<file path="src/rtl/round_controller.sv">
// -----------------------------------------------------------------------------
// round_controller
//
// Game sequencer wrapped around the answer-check stage. Each round it
// loads a one-hot target button (never repeating the previous one), runs a
// per-round countdown and waits for the checker's registered verdict. It
// tallies hits and rounds until the game ends.
//
// Ports
//   clock        system clock, all state changes on posedge
//   reset        asynchronous active-high reset (returns to IDLE)
//   start        begins / restarts a game from IDLE or DONE
//   correct      registered match verdict from the checker
//   randomnumber current one-hot target button (registered)
//   timerdone    one-cycle pulse, high during the cycle after a round timeout
//   score        hits this game, saturating
//   round_num    0-based index of the current round
//   busy         high in LOAD, PLAY, HIT and MISS
//   game_over    high in DONE
//   lives        (ROUND_LIVES_EN only) remaining misses before the game ends
//
// Optional feature macro: ROUND_LIVES_EN
//   When defined, a `lives` counter (reload 3 on every game start) is
//   decremented on each MISS; the MISS that empties it ends the game.
// -----------------------------------------------------------------------------
module round_controller #(
    parameter int TICKS_PER_ROUND = 50000000,
    parameter int ROUNDS          = 10,
    parameter int SCORE_W         = 8
) (
    input  logic               clock,
    input  logic               reset,
    input  logic               start,
    input  logic               correct,
    output logic [3:0]         randomnumber,
    output logic               timerdone,
    output logic [SCORE_W-1:0] score,
    output logic [3:0]         round_num,
    output logic               busy,
    output logic               game_over
`ifdef ROUND_LIVES_EN
    ,
    output logic [1:0]         lives
`endif
);

    localparam int             TW         = (TICKS_PER_ROUND > 1) ? $clog2(TICKS_PER_ROUND) : 1;
    localparam logic [TW-1:0]  TIMER_LOAD = TW'(TICKS_PER_ROUND - 1);
    localparam logic [3:0]     LAST_ROUND = 4'(ROUNDS - 1);

    typedef enum logic [2:0] {
        S_IDLE = 3'd0,
        S_LOAD = 3'd1,
        S_PLAY = 3'd2,
        S_HIT  = 3'd3,
        S_MISS = 3'd4,
        S_DONE = 3'd5
    } state_t;

    state_t             state_reg;
    state_t             state_next;
    logic [7:0]         lfsr_reg;
    logic [TW-1:0]      timer_reg;
    logic               blank_reg;
    logic [3:0]         randomnumber_reg;
    logic               timerdone_reg;
    logic [SCORE_W-1:0] score_reg;
    logic [3:0]         round_num_reg;

    logic               lfsr_fb;
    logic [3:0]         cand_raw;
    logic [3:0]         cand;
    logic               hit_now;
    logic               timeout_now;
    logic               last_round;
    logic               out_of_lives;
    logic               game_start;

    // x^8 + x^6 + x^5 + x^4 + 1, shifting towards the MSB. The all-zero
    // state is unreachable from the non-zero seed.
    assign lfsr_fb = lfsr_reg[7] ^ lfsr_reg[5] ^ lfsr_reg[4] ^ lfsr_reg[3];

    // One-hot decode of the two LFSR LSBs.
    for (genvar gi = 0; gi < 4; gi++) begin : g_cand
        assign cand_raw[gi] = (lfsr_reg[1:0] == 2'(gi));
    end

    // Rotate away from the current target so a round never repeats it.
    assign cand = (cand_raw == randomnumber_reg) ? {cand_raw[2:0], cand_raw[3]} : cand_raw;

    // The first PLAY cycle is blanked: the checker's verdict there still
    // refers to the previous target.
    assign hit_now     = (state_reg == S_PLAY) && !blank_reg && correct;
    assign timeout_now = (state_reg == S_PLAY) && !hit_now && (timer_reg == '0);
    assign last_round  = (round_num_reg == LAST_ROUND);
    assign game_start  = start && ((state_reg == S_IDLE) || (state_reg == S_DONE));

`ifdef ROUND_LIVES_EN
    logic [1:0] lives_reg;
    assign out_of_lives = (lives_reg == 2'd1);
    assign lives        = lives_reg;
`else
    assign out_of_lives = 1'b0;
`endif

    // State register
    always_ff @(posedge clock or posedge reset) begin
        if (reset) begin
            state_reg <= S_IDLE;
        end else begin
            state_reg <= state_next;
        end
    end

    // Next-state logic
    always_comb begin
        state_next = state_reg;
        case (state_reg)
            S_IDLE: if (start) state_next = S_LOAD;
            S_LOAD: state_next = S_PLAY;
            S_PLAY: begin
                if (hit_now) begin
                    state_next = S_HIT;
                end else if (timeout_now) begin
                    state_next = S_MISS;
                end
            end
            S_HIT:  state_next = last_round ? S_DONE : S_LOAD;
            S_MISS: state_next = (last_round || out_of_lives) ? S_DONE : S_LOAD;
            S_DONE: if (start) state_next = S_LOAD;
            default: state_next = S_IDLE;
        endcase
    end

    // Output decode
    always_comb begin
        busy      = 1'b0;
        game_over = 1'b0;
        case (state_reg)
            S_LOAD, S_PLAY, S_HIT, S_MISS: busy = 1'b1;
            S_DONE:                        game_over = 1'b1;
            default: ;
        endcase
    end

    // Datapath
    always_ff @(posedge clock or posedge reset) begin
        if (reset) begin
            lfsr_reg         <= 8'hA5;
            timer_reg        <= '0;
            blank_reg        <= 1'b0;
            randomnumber_reg <= 4'b0001;
            timerdone_reg    <= 1'b0;
            score_reg        <= '0;
            round_num_reg    <= '0;
`ifdef ROUND_LIVES_EN
            lives_reg        <= 2'd3;
`endif
        end else begin
            lfsr_reg      <= {lfsr_reg[6:0], lfsr_fb};
            timerdone_reg <= timeout_now;

            if (game_start) begin
                score_reg     <= '0;
                round_num_reg <= '0;
`ifdef ROUND_LIVES_EN
                lives_reg     <= 2'd3;
`endif
            end

            case (state_reg)
                S_LOAD: begin
                    randomnumber_reg <= cand;
                    timer_reg        <= TIMER_LOAD;
                    blank_reg        <= 1'b1;
                end
                S_PLAY: begin
                    blank_reg <= 1'b0;
                    if (timer_reg != '0) begin
                        timer_reg <= timer_reg - TW'(1);
                    end
                end
                S_HIT: begin
                    if (score_reg != '1) begin
                        score_reg <= score_reg + SCORE_W'(1);
                    end
                    if (state_next == S_LOAD) begin
                        round_num_reg <= round_num_reg + 4'd1;
                    end
                end
                S_MISS: begin
`ifdef ROUND_LIVES_EN
                    lives_reg <= lives_reg - 2'd1;
`endif
                    if (state_next == S_LOAD) begin
                        round_num_reg <= round_num_reg + 4'd1;
                    end
                end
                default: ;
            endcase
        end
    end

    assign randomnumber = randomnumber_reg;
    assign timerdone    = timerdone_reg;
    assign score        = score_reg;
    assign round_num    = round_num_reg;

endmodule
</file>
<file path="config.mk">
export PLATFORM = sky130hd
export DESIGN_NAME = round_controller
export DESIGN_NICKNAME = d
export VERILOG_FILES = /design/src/rtl/round_controller.sv
export SDC_FILE = /design/constraint.sdc
export NUM_CORES = 1
export LEC_CHECK = 0
export BUFFER_PORTS_ARGS = -buffer_cell sky130_fd_sc_hd__buf_2
export CAP_MARGIN = 20
export CORE_MARGIN = 4
export CORE_UTILIZATION = 62
export CTS_BUF_LIST = sky130_fd_sc_hd__clkbuf_4
export DETAILED_ROUTE_END_ITERATION = 8
export HOLD_SLACK_MARGIN = 0.1
export PLACE_DENSITY = 0.87
export SYNTH_ARGS = -nofsm -noshare
export SYNTH_HDL_FRONTEND = slang
export SYNTH_SLANG_ARGS = --single-unit
</file>
<file path="constraint.sdc">
create_clock -name clock -period 2.9 [get_ports clock]
set_input_delay 0.145 -clock clock [delete_from_list [all_inputs] [get_ports clock]]
set_output_delay 0.145 -clock clock [all_outputs]
set_load 0.005 [all_outputs]
</file>
==> metrics.md <==
| Metric | Value |
|---|---|
| Arrival time worst endpoint | `about 2800 ps` |
| Die width | `approximately 76 um` |
| Global route overflow | `0` |
| HP Class | `input pin to flip-flop` |
| Finished Layout Cells | `~380` |
| Status | `finished clean` |
| Core Util, Final | `between 70% and 80%` |
| Tcrit/Tclk final | `~90%` |
| Worst setup SP type | `flip-flop` |
| Clock Latency Late Sink | `380 ps` |
| Syn Nets | `about 310` |
| Cell taking the most area after synthesis | `dfrtp_1` |
| Synth warn | `0` |
| Placed cells | `approximately 370` |
| FF/Latch Area | `1380 um^2` |
| Worst Skew | `around 19 ps` |
| Final min period | `2600 ps` |
| Starting Density | `roughly 65%` |
| Fraction of layout cells with a size suffix above 1 | `between 10% and 20%` |
| Die ar. | `between 5000 and 6000 um^2` |
| Max-cap violations | `0` |
| RSZ-0062 raised after global routing | `false` |
| Static Leakage | `between 1 and 1.5 nW` |
| Max reg flops | `26` |
| Iter 0 DRT Violations | `150` |
| Critical path class | `flip-flop to flip-flop` |
| ANT nets after route | `0` |
| Core box area | `approximately 4400 um^2` |
| Root buffer cell | `clkbuf_4` |
| Nets | `approximately 340` |
| Count of pins over their slew limit | `0` |
| Initial antenna violation count | `0` |
| Worst-Margin Slew | `a little over 700 ps` |
| IO Count | `23` |
| Post-synth ARST share | `100%` |
| First-pass iteration count of the detailed router | `4` |
| IO buf count | `22` |
| Synth unique cells | `around 50` |
| RD Place Congestion | `~0.9` |
| Via count | `2414` |
| Synth area leaders | `dfrtp_1 43%, dfstp_2 4.6%, o21ai_0 3.7%, nand3_1 3.0%, or3_1 2.8%` |
| Worst-path clk slew | `between 100 and 150 ps` |
| Final hold viol count | `0` |
| Final Setup Violations | `0` |
| Post-synth EDFFs | `0` |
| Post-Syn Area | `about 2900 um^2` |
| Setup_tns | `0 ps` |
| Worst vdd ir | `0.348 mV` |
| Total CTS buffers | `5` |
| Vias in the first global route | `2336` |
| DP Wirelength | `~4000 um` |
| GRT Resource Usage Total | `20.7%` |
| Clock Sinks | `55` |
| Largest net degree at the start of global routing | `37` |
| Top_reg_cell synth | `dfrtp_1` |
| WL/cell | `between 10 and 15 um` |
| Layout area overhead | `9.17%` |
| Crit. End Element | `flip-flop` |
| Residual DRC | `0` |
| Post-synth top area share | `about 43%` |
| Via density | `between 6 and 7` |
| CTS tree | `done` |
| Fmax | `0.385 GHz` |
| Mapped Cells | `around 300` |
| Relative slew slack | `about 52%` |
| First-pass GRT wire length | `approximately 10000 um` |
| ANT cells | `0` |
| H-tree Lvls | `2` |
| Vert. Die Dim | `between 70 and 80 um` |
| Fillcell total | `between 300 and 400` |
| Post-CTS setup buffer count | `0` |
| Rows | `24` |
| Final WL | `between 5000 and 6000 um` |
| Flops & latches, synth | `55` |
| Syn Area/Cell | `9.53 um^2` |
| Multi-input logic area | `about 1400 um^2` |
| Sequential area share after synthesis | `between 40% and 50%` |
| Max Fanout on Critical Path | `11` |
| CTS Buffer Depth | `2` |
| Pwr Density | `roughly 700 nW/um^2` |
| WP data required | `approximately 3100 ps` |
-- cells in the mapped netlist (all sizes together) (2+ instances only) --
library cell  count
o21ai            22
buf               4
ha                5
and2              3
and3              3
o211ai            6
nand3b            4
mux2i             6
dfrtp            50
xor2              7
inv               7
or2               3
nor3              8
nor4             12
a21oi            15
o31a              4
or3              14
nand2b            6
nand2            21
nor2b             3
o21a              2
nor2             21
clkbuf           10
nand3            17
dfstp             5
a31oi             2
o31ai             8
nand4             6
xnor2             3
or4               8
or3b              3
o22ai             2
-- area by class of cell --
| class | count | share of cell area (%) |
|---|---|---|
| multi-input cells | 226 | 44.7 |
| flip-flops and latches | 55 | 44.0 |
| repair buffers | 34 | 6.53 |
| well taps | 52 | 2.07 |
| clock buffers | 6 | 1.43 |
| inverters | 7 | 0.836 |
| clock inverters | 2 | 0.398 |
-- layout by cell type, fill, tap and decap left out, drive strengths merged, types with 2 or more instances in the layout --
cell type,count
nor4,12
nor3,8
or3b,3
o31ai,8
a21oi,15
o31a,4
inv,7
nand2b,6
clkinv,2
dfrtp,50
and3,3
and2,3
o211ai,6
xor2,7
nand2,21
nand3,17
or4,8
buf,32
or3,14
nand4,6
ha,5
mux2i,6
a31oi,2
nor2b,3
or2,3
nand3b,4
xnor2,3
o22ai,2
o21a,2
dlygate4sd3,2
dfstp,5
o21ai,22
nor2,21
clkbuf,6
-- report_power, final --
group          switching [mW]  internal (mW)  total (mW)
Sequential              0.104          0.871       0.974
Clock                   0.229          0.104       0.333
Combinational           0.501          0.349       0.851
-- layer usage --
metal  vias up  track usage (%)  wire (um)
met2        56             35.1       2800
met4         0             5.77         65
li1       1174                -          -
met3         5             3.90        262
met5         -                0          0
met1      1179             27.1       2570
-- path summary, 6_finish.rpt --
check	startpoint	to	slack (ps)	cells after the start
min in group asynchronous	reset	timer_reg[8]$_DFFE_PP0P_	410	3
max	timer_reg[0]$_DFFE_PP0P_	timer_reg[13]$_DFFE_PP0P_	300	8
min reg2reg	lfsr_reg[6]$_DFF_PP0_	lfsr_reg[7]$_DFF_PP1_	360	0
max in group asynchronous	reset	lfsr_reg[7]$_DFF_PP1_	1700	4
max reg2reg	timer_reg[0]$_DFFE_PP0P_	timer_reg[13]$_DFFE_PP0P_	300	8
min	correct	timerdone$_DFF_PP0_	230	3
-- metrics by stage --
stage | total power, mW | worst slack [ps] | hold WS [ps] | instance area [um^2]
global placement | 1.81 | 399 | 300 | 3070
finish | 2.16 | 302 | 231 | 3140
CTS | 2.18 | 316 | 211 | 3140
detailed placement | 1.84 | 309 | 307 | 3070
global route | 2.34 | 154 | 211 | 3140
floorplan | 1.58 | 521 | 333 | 2880
-- cell families after synthesis --
family                   Yosys count  synth area share, %
multiplexers                       7                 2.48
flip-flops                        55                 48.0
AND/OR/NAND/NOR                  136                 26.1
XOR/XNOR                          10                 3.04
AO/OA/AOI/OAI                     68                 15.0
adder cells (fa/ha/maj)            5                 2.17
buffers and inverters             21                 3.13
-- critical path: stages (launching register included) --
cell,delay [ps]
dfrtp_1,400
inv_1,130
ha_1,150
or3b_1,320
or4_1,600
o211ai_2,450
buf_4,230
or4_1,120
nand3_1,70
-- repair_timing --
action | 4_1_cts | 5_1_grt
hold buffers | 2 | 0
hold endpoints to repair | 32 | 0
resized for setup | 0 | 0
No activity file was read; power rests on OpenSTA's default activity.
